### src/rtl/spi_cmd_ctrl_if.sv
// Bundle of the spi_phy stream/TX handshake and the internal register bus
// seen by spi_cmd_ctrl.
interface spi_cmd_ctrl_if #(
  parameter int ADDR_W = 8
);
  logic              rx_stream_sof;
  logic [7:0]        rx_stream_data;
  logic              rx_stream_vld;
  logic              rx_stream_eof;
  logic              tx_send_flag;
  logic              tx_empty;
  logic [7:0]        tx_send_data;
  logic              tx_send_valid;
  logic [23:0]       tx_send_momment;
  logic              reg_wr;
  logic              reg_rd;
  logic [ADDR_W-1:0] reg_addr;
  logic [7:0]        reg_wdata;
  logic [7:0]        reg_rdata;
  logic              reg_rvld;
  logic              cmd_err;
  logic              busy;

  modport master (
    input  rx_stream_sof, rx_stream_data, rx_stream_vld, rx_stream_eof,
    input  tx_send_flag, tx_empty, reg_rdata, reg_rvld,
    output tx_send_data, tx_send_valid, tx_send_momment,
    output reg_wr, reg_rd, reg_addr, reg_wdata, cmd_err, busy
  );

  modport slave (
    output rx_stream_sof, rx_stream_data, rx_stream_vld, rx_stream_eof,
    output tx_send_flag, tx_empty, reg_rdata, reg_rvld,
    input  tx_send_data, tx_send_valid, tx_send_momment,
    input  reg_wr, reg_rd, reg_addr, reg_wdata, cmd_err, busy
  );
endinterface

### src/rtl/spi_cmd_ctrl.sv
// SPI frame parser: command byte, start address, then a write burst onto the
// register bus or a prefetching read burst fed to the spi_phy TX holding register.
module spi_cmd_ctrl #(
  parameter int         ADDR_W     = 8,
  parameter logic [7:0] CMD_WR     = 8'hF1,
  parameter logic [7:0] CMD_RD     = 8'hF2,
  parameter int         RD_TIMEOUT = 16,
  parameter logic [7:0] ERR_BYTE   = 8'hEE
) (
  input  logic           clock,
  input  logic           rst,
  spi_cmd_ctrl_if.master bus
);
  localparam int TW = $clog2(RD_TIMEOUT + 1);

  typedef enum logic [3:0] {
    IDLE, CMD, ADDR, WRITE, RD_FETCH, RD_WAIT, RD_PUSH, RD_ACK, DRAIN
  } state_t;

  state_t            state_r, state_nxt;
  logic              is_rd_r, is_rd_nxt;
  logic [ADDR_W-1:0] addr_r, addr_nxt;
  logic [7:0]        wdata_r, wdata_nxt;
  logic              wr_r, wr_nxt;
  logic              rd_r;
  logic [7:0]        txd_r, txd_nxt;
  logic              txv_r, txv_nxt;
  logic [23:0]       mom_r, mom_nxt;
  logic              err_r, err_nxt;
  logic              busy_r;
  logic [TW-1:0]     tmo_r, tmo_nxt;

  always_comb begin
    state_nxt = state_r;
    is_rd_nxt = is_rd_r;
    // Post-increment after every issued write, so back-to-back bytes still advance.
    addr_nxt  = wr_r ? addr_r + 1'b1 : addr_r;
    wdata_nxt = wdata_r;
    wr_nxt    = 1'b0;
    txd_nxt   = txd_r;
    txv_nxt   = 1'b0;
    mom_nxt   = mom_r;
    err_nxt   = 1'b0;
    tmo_nxt   = tmo_r;

    case (state_r)
      IDLE: ;
      CMD: if (bus.rx_stream_vld) begin
        if (bus.rx_stream_data == CMD_WR || bus.rx_stream_data == CMD_RD) begin
          is_rd_nxt = (bus.rx_stream_data == CMD_RD);
          state_nxt = ADDR;
        end else begin
          err_nxt   = 1'b1;
          state_nxt = DRAIN;
        end
      end
      ADDR: if (bus.rx_stream_vld) begin
        addr_nxt  = bus.rx_stream_data[ADDR_W-1:0];
        state_nxt = is_rd_r ? RD_FETCH : WRITE;
      end
      WRITE: if (bus.rx_stream_vld) begin
        wr_nxt    = 1'b1;
        wdata_nxt = bus.rx_stream_data;
      end
      RD_FETCH: begin
        tmo_nxt   = '0;
        state_nxt = RD_WAIT;
      end
      // A read response racing with eof is dropped, along with the timeout.
      RD_WAIT: if (!bus.rx_stream_eof) begin
        if (bus.reg_rvld) begin
          txd_nxt   = bus.reg_rdata;
          state_nxt = RD_PUSH;
        end else if (tmo_r == TW'(RD_TIMEOUT - 1)) begin
          txd_nxt   = ERR_BYTE;
          err_nxt   = 1'b1;
          state_nxt = RD_PUSH;
        end else begin
          tmo_nxt = tmo_r + 1'b1;
        end
      end
      RD_PUSH: if (bus.tx_send_flag && bus.tx_empty) begin
        txv_nxt   = 1'b1;
        state_nxt = RD_ACK;
      end
      RD_ACK: if (!bus.rx_stream_eof && !bus.tx_empty) begin
        mom_nxt   = mom_r + 24'd1;
        addr_nxt  = addr_r + 1'b1;
        state_nxt = RD_FETCH;
      end
      DRAIN: ;
      default: state_nxt = IDLE;
    endcase

    if (state_r != IDLE && bus.rx_stream_eof) state_nxt = IDLE;
    // A fresh sof always restarts framing, even without a preceding eof.
    if (bus.rx_stream_sof) begin
      state_nxt = CMD;
      mom_nxt   = '0;
    end
  end

  always_ff @(posedge clock) begin
    if (rst) begin
      state_r <= IDLE;
      is_rd_r <= 1'b0;
      addr_r  <= '0;
      wdata_r <= '0;
      wr_r    <= 1'b0;
      rd_r    <= 1'b0;
      txd_r   <= '0;
      txv_r   <= 1'b0;
      mom_r   <= '0;
      err_r   <= 1'b0;
      busy_r  <= 1'b0;
      tmo_r   <= '0;
    end else begin
      state_r <= state_nxt;
      is_rd_r <= is_rd_nxt;
      addr_r  <= addr_nxt;
      wdata_r <= wdata_nxt;
      wr_r    <= wr_nxt;
      rd_r    <= (state_nxt == RD_FETCH);
      txd_r   <= txd_nxt;
      txv_r   <= txv_nxt;
      mom_r   <= mom_nxt;
      err_r   <= err_nxt;
      busy_r  <= (state_nxt != IDLE);
      tmo_r   <= tmo_nxt;
    end
  end

  assign bus.reg_addr        = addr_r;
  assign bus.reg_wdata       = wdata_r;
  assign bus.reg_wr          = wr_r;
  assign bus.reg_rd          = rd_r;
  assign bus.tx_send_data    = txd_r;
  assign bus.tx_send_valid   = txv_r;
  assign bus.tx_send_momment = mom_r;
  assign bus.cmd_err         = err_r;
  assign bus.busy            = busy_r;
endmodule

### src/flat_wrapper.sv
// flat-port wrapper written by rule: the top's interface ports become plain ports
module spi_cmd_ctrl_flat 
#(
  parameter int         ADDR_W     = 8,
  parameter logic [7:0] CMD_WR     = 8'hF1,
  parameter logic [7:0] CMD_RD     = 8'hF2,
  parameter int         RD_TIMEOUT = 16,
  parameter logic [7:0] ERR_BYTE   = 8'hEE
)
  (clock, rst, bus_rx_stream_sof, bus_rx_stream_data, bus_rx_stream_vld, bus_rx_stream_eof, bus_tx_send_flag, bus_tx_empty, bus_reg_rdata, bus_reg_rvld, bus_tx_send_data, bus_tx_send_valid, bus_tx_send_momment, bus_reg_wr, bus_reg_rd, bus_reg_addr, bus_reg_wdata, bus_cmd_err, bus_busy);
  spi_cmd_ctrl_if #(.ADDR_W(ADDR_W)) bus_i ();
  input  logic clock;
  input  logic rst;
  input wire logic [$bits(bus_i.rx_stream_sof)-1:0] bus_rx_stream_sof;
  input wire logic [$bits(bus_i.rx_stream_data)-1:0] bus_rx_stream_data;
  input wire logic [$bits(bus_i.rx_stream_vld)-1:0] bus_rx_stream_vld;
  input wire logic [$bits(bus_i.rx_stream_eof)-1:0] bus_rx_stream_eof;
  input wire logic [$bits(bus_i.tx_send_flag)-1:0] bus_tx_send_flag;
  input wire logic [$bits(bus_i.tx_empty)-1:0] bus_tx_empty;
  input wire logic [$bits(bus_i.reg_rdata)-1:0] bus_reg_rdata;
  input wire logic [$bits(bus_i.reg_rvld)-1:0] bus_reg_rvld;
  output wire logic [$bits(bus_i.tx_send_data)-1:0] bus_tx_send_data;
  output wire logic [$bits(bus_i.tx_send_valid)-1:0] bus_tx_send_valid;
  output wire logic [$bits(bus_i.tx_send_momment)-1:0] bus_tx_send_momment;
  output wire logic [$bits(bus_i.reg_wr)-1:0] bus_reg_wr;
  output wire logic [$bits(bus_i.reg_rd)-1:0] bus_reg_rd;
  output wire logic [$bits(bus_i.reg_addr)-1:0] bus_reg_addr;
  output wire logic [$bits(bus_i.reg_wdata)-1:0] bus_reg_wdata;
  output wire logic [$bits(bus_i.cmd_err)-1:0] bus_cmd_err;
  output wire logic [$bits(bus_i.busy)-1:0] bus_busy;
  assign bus_i.rx_stream_sof = bus_rx_stream_sof;
  assign bus_i.rx_stream_data = bus_rx_stream_data;
  assign bus_i.rx_stream_vld = bus_rx_stream_vld;
  assign bus_i.rx_stream_eof = bus_rx_stream_eof;
  assign bus_i.tx_send_flag = bus_tx_send_flag;
  assign bus_i.tx_empty = bus_tx_empty;
  assign bus_i.reg_rdata = bus_reg_rdata;
  assign bus_i.reg_rvld = bus_reg_rvld;
  assign bus_tx_send_data = bus_i.tx_send_data;
  assign bus_tx_send_valid = bus_i.tx_send_valid;
  assign bus_tx_send_momment = bus_i.tx_send_momment;
  assign bus_reg_wr = bus_i.reg_wr;
  assign bus_reg_rd = bus_i.reg_rd;
  assign bus_reg_addr = bus_i.reg_addr;
  assign bus_reg_wdata = bus_i.reg_wdata;
  assign bus_cmd_err = bus_i.cmd_err;
  assign bus_busy = bus_i.busy;
  spi_cmd_ctrl #(.ADDR_W(ADDR_W), .CMD_WR(CMD_WR), .CMD_RD(CMD_RD), .RD_TIMEOUT(RD_TIMEOUT), .ERR_BYTE(ERR_BYTE)) u_core (.clock(clock), .rst(rst), .bus(bus_i));
endmodule
### config.mk
export PLATFORM = sky130hd
export DESIGN_NAME = spi_cmd_ctrl_flat
export DESIGN_NICKNAME = d
export VERILOG_FILES = /design/src/rtl/spi_cmd_ctrl_if.sv /design/src/rtl/spi_cmd_ctrl.sv /design/src/flat_wrapper.sv
export SDC_FILE = /design/constraint.sdc
export NUM_CORES = 1
export LEC_CHECK = 0
export CAP_MARGIN = 20
export CELL_PAD_IN_SITES_DETAIL_PLACEMENT = 0
export CELL_PAD_IN_SITES_GLOBAL_PLACEMENT = 1
export CORE_UTILIZATION = 36
export CTS_BUF_LIST = sky130_fd_sc_hd__clkbuf_16
export DETAILED_ROUTE_END_ITERATION = 8
export GPL_ROUTABILITY_DRIVEN = 0
export PLACE_DENSITY_LB_ADDON = 0.08
export RECOVER_POWER = 100
export SLEW_MARGIN = 20
export SYNTH_ARGS = -nofsm -noshare
export SYNTH_HDL_FRONTEND = slang
export SYNTH_SLANG_ARGS = --single-unit
### constraint.sdc
create_clock -name clock -period 2.8 [get_ports clock]
set_input_delay 0.56 -clock clock [delete_from_list [all_inputs] [get_ports clock]]
set_output_delay 0.56 -clock clock [all_outputs]
set_load 0.02 [all_outputs]
==> reports/metrics.csv <==
metric,value,unit
outcome,"complete, no violations",
Port Buffers,76,
clock slew at reported path FFs,60,ps
Core Region,8260,µm²
Hold WC Path Type,reg2reg,
Crit Path Category,in2reg,
Synth top area share,40.7,%
CTS Sinks,63,
vias in the first global route,2800,
ratio of cells with drive above 1 in the final layout,6.40,%
cts hold-fix bufs,0,
global route overflow,0,
"EDFF count, synth",0,
detailed-route wire length,8100,µm
largest net degree at the start of global routing,32,
Clock Path Buffers,2,
CTS Buf Count,9,
CP top delay family,simple AND/OR/NAND/NOR gates,
die area,8980,µm²
Yosys Warn Count,0,
Via Count,2931,
RSZ-0062 raised after global routing,no,
H-Tree Depth,3,
filler cell count,849,
"critical path, cell by cell","dlygate4sd3_1, or4bb_1, or4_1, or2_0, a31o_1, and2_0",
I/O Pins,77,
post-route clock period utilization,88.9,%
fin worst setup slack,310,ps
CTS tree,done,
Worst VDD drop,0.284,mV
Total GRT Usage,19.2,%
Slew @ Worst Pin,1440,ps
Setup Skew,6.11,ps
final setup vio count,0,
maximum fanout along the worst path,2,
die width,94.8,µm
height of the die,94.8,µm
"Seq/Total Area, Yosys",40.7,%
Layout Nets,492,
Worst Setup End Kind,register,
Mapped Cells,380,
number of distinct library cells after synthesis,48,
syn avg cell area,8.15,µm²
Synth area leaders,"dfxtp_1, nor2_1, xnor2_1",
post-CTS setup buffer count,0,
top_reg_cell synth,dfxtp_1,
CP peak stage delay,550,ps
Synth Register Bits,63,
Synth area leader,dfxtp_1,
top-count cell post-synth,dfxtp_1,
setup TNS,0,ps
fin crit period,2490,ps
Detailed Place HPWL,5760,µm
drt drc,0,
ant diodes,0,
worst-path cell with the longest stage delay,dlygate4sd3_1,
Mapped Nets,408,
CTS resizes,0,
Post-Syn Area,3100,µm²
first-pass detailed-route iteration total,4,
number of DRC markers in iteration 0,125,
buffers plus inverters on the worst setup path,1,
row count,33,
pre-CTS WS,44.1,ps
Max Clk Rate,402,MHz
Pwr Density,486,nW/µm²
max-slew violations,0,
LEAKAGE,1.65,nW
worst-skew pair later-pin latency,320,ps
"Async S/R FF share, synth",0,%
Slew headroom,3.98,%
Register Area,1260,µm²
antenna violations before repair,0,
Routed WL per cell,14.1,µm
first-pass GRT wire length,13500,µm
Critical Path Source Type,input port,
Post-DRT Antenna Nets,0,
fin util,52.2,%
CP arrival,2700,ps
clock root buffer,clkbuf_16,
endpoints failing hold,0,
Via density,5.11,
area grow syn2layout,39.1,%
"top cells by count, synth","dfxtp_1, nor2_1, nand2_1, inv_1, nor3_1",
Max Cap Viol,0,
area of the multi-input gates,1690,µm²
initial core utilization,37.5,%
"Req. time, crit path",3010,ps
[cell usage in the layout, fill, tap and decap left out, types with 9 or more instances in the layout]
cell,count
dlygate4sd3_1,56
o21ai_0,11
inv_1,21
xnor2_1,16
clkdlybuf4s50_1,20
nor3_1,19
xor2_1,10
buf_4,12
a21oi_1,14
nor2_1,59
nand4_1,11
dfxtp_1,63
clkbuf_16,9
mux2i_1,13
nand3_1,13
nand2_1,26
[final cells by class]
cell class / instances / area share, %
multi-input combinational: 278 / 39.1
sequential: 63 / 29.3
timing repair buffer: 92 / 20.1
clock buffer: 9 / 5.23
tap: 105 / 3.05
inverter: 20 / 1.74
clock inverter: 7 / 1.51
[cell families (layout without fill, tap and decap cells)]
kind of cell	after synthesis	count (layout)	share of synthesized area, %
and+or+nand+nor	174	174	28.3
DFF	63	63	40.7
AOI/OAI and AO/OA	60	60	12.7
buffers and inverters	39	128	4.77
xor gates and xnor gates	26	26	7.35
muxes	14	14	4.56
adders and majority gates	4	4	1.62
[state kept, by name (all words and copies together), names as in the netlist]
| signal | count |
|---|---|
| u_core.bus.tx_send_momment | 24 |
| u_core.bus.reg_addr | 8 |
| u_core.bus.reg_wdata | 8 |
| u_core.bus.tx_send_data | 8 |
| u_core.tmo_r | 5 |
| u_core.state_r | 4 |
| u_core.bus.busy | 1 |
| u_core.bus.cmd_err | 1 |
| u_core.bus.reg_rd | 1 |
| u_core.bus.reg_wr | 1 |
| u_core.bus.tx_send_valid | 1 |
| u_core.is_rd_r | 1 |
[per-layer routing]
metal  vias to the layer above  GRT usage, %  wire length, µm
met4                         0          8.08              178
met2                        55          30.7             3740
met1                      1362          25.4             3930
met3                        16          3.38              257
met5                         -             0                0
li1                       1498             -                -
[power by group]
part	switching, W	total, W	internal (W)
clock network	0.000398	0.00108	0.000682
registers	0.00000424	0.000904	0.000900
logic	0.0000555	0.000109	0.0000533
[worst min-delay path, stage by stage (launching register included)]
cell	delay [ps]
dfxtp_1	300
nand2b_1	60
a21oi_1	50
[path summary, 6_finish.rpt]
check / start / to / slack (ps) / cells after the start
max reg2reg: u_core.tmo_r[0]$_SDFFE_PP0P_ / u_core.bus.reg_rd$_SDFF_PP0_ / 600 / 8
max: bus_rx_stream_data[4] / u_core.bus.reg_rd$_SDFF_PP0_ / 310 / 6
min: u_core.bus.tx_send_data[0]$_SDFFE_PP0P_ / u_core.bus.tx_send_data[0]$_SDFFE_PP0P_ / 460 / 2
min reg2reg: u_core.bus.tx_send_data[0]$_SDFFE_PP0P_ / u_core.bus.tx_send_data[0]$_SDFFE_PP0P_ / 460 / 2
[metrics by stage]
stage          power (W)  cells  cell area [µm²]  hold WS, ps
6_report         0.00209    574             4310          463
5_1_grt          0.00217    574             4310          491
4_1_cts          0.00213    574             4330          473
3_5_place_dp     0.00104    558             4040          463
3_3_place_gp     0.00104    558             4040          454
2_1_floorplan   0.000969    380             3100          460
Note: power is estimated with default switching activity, not from simulation.
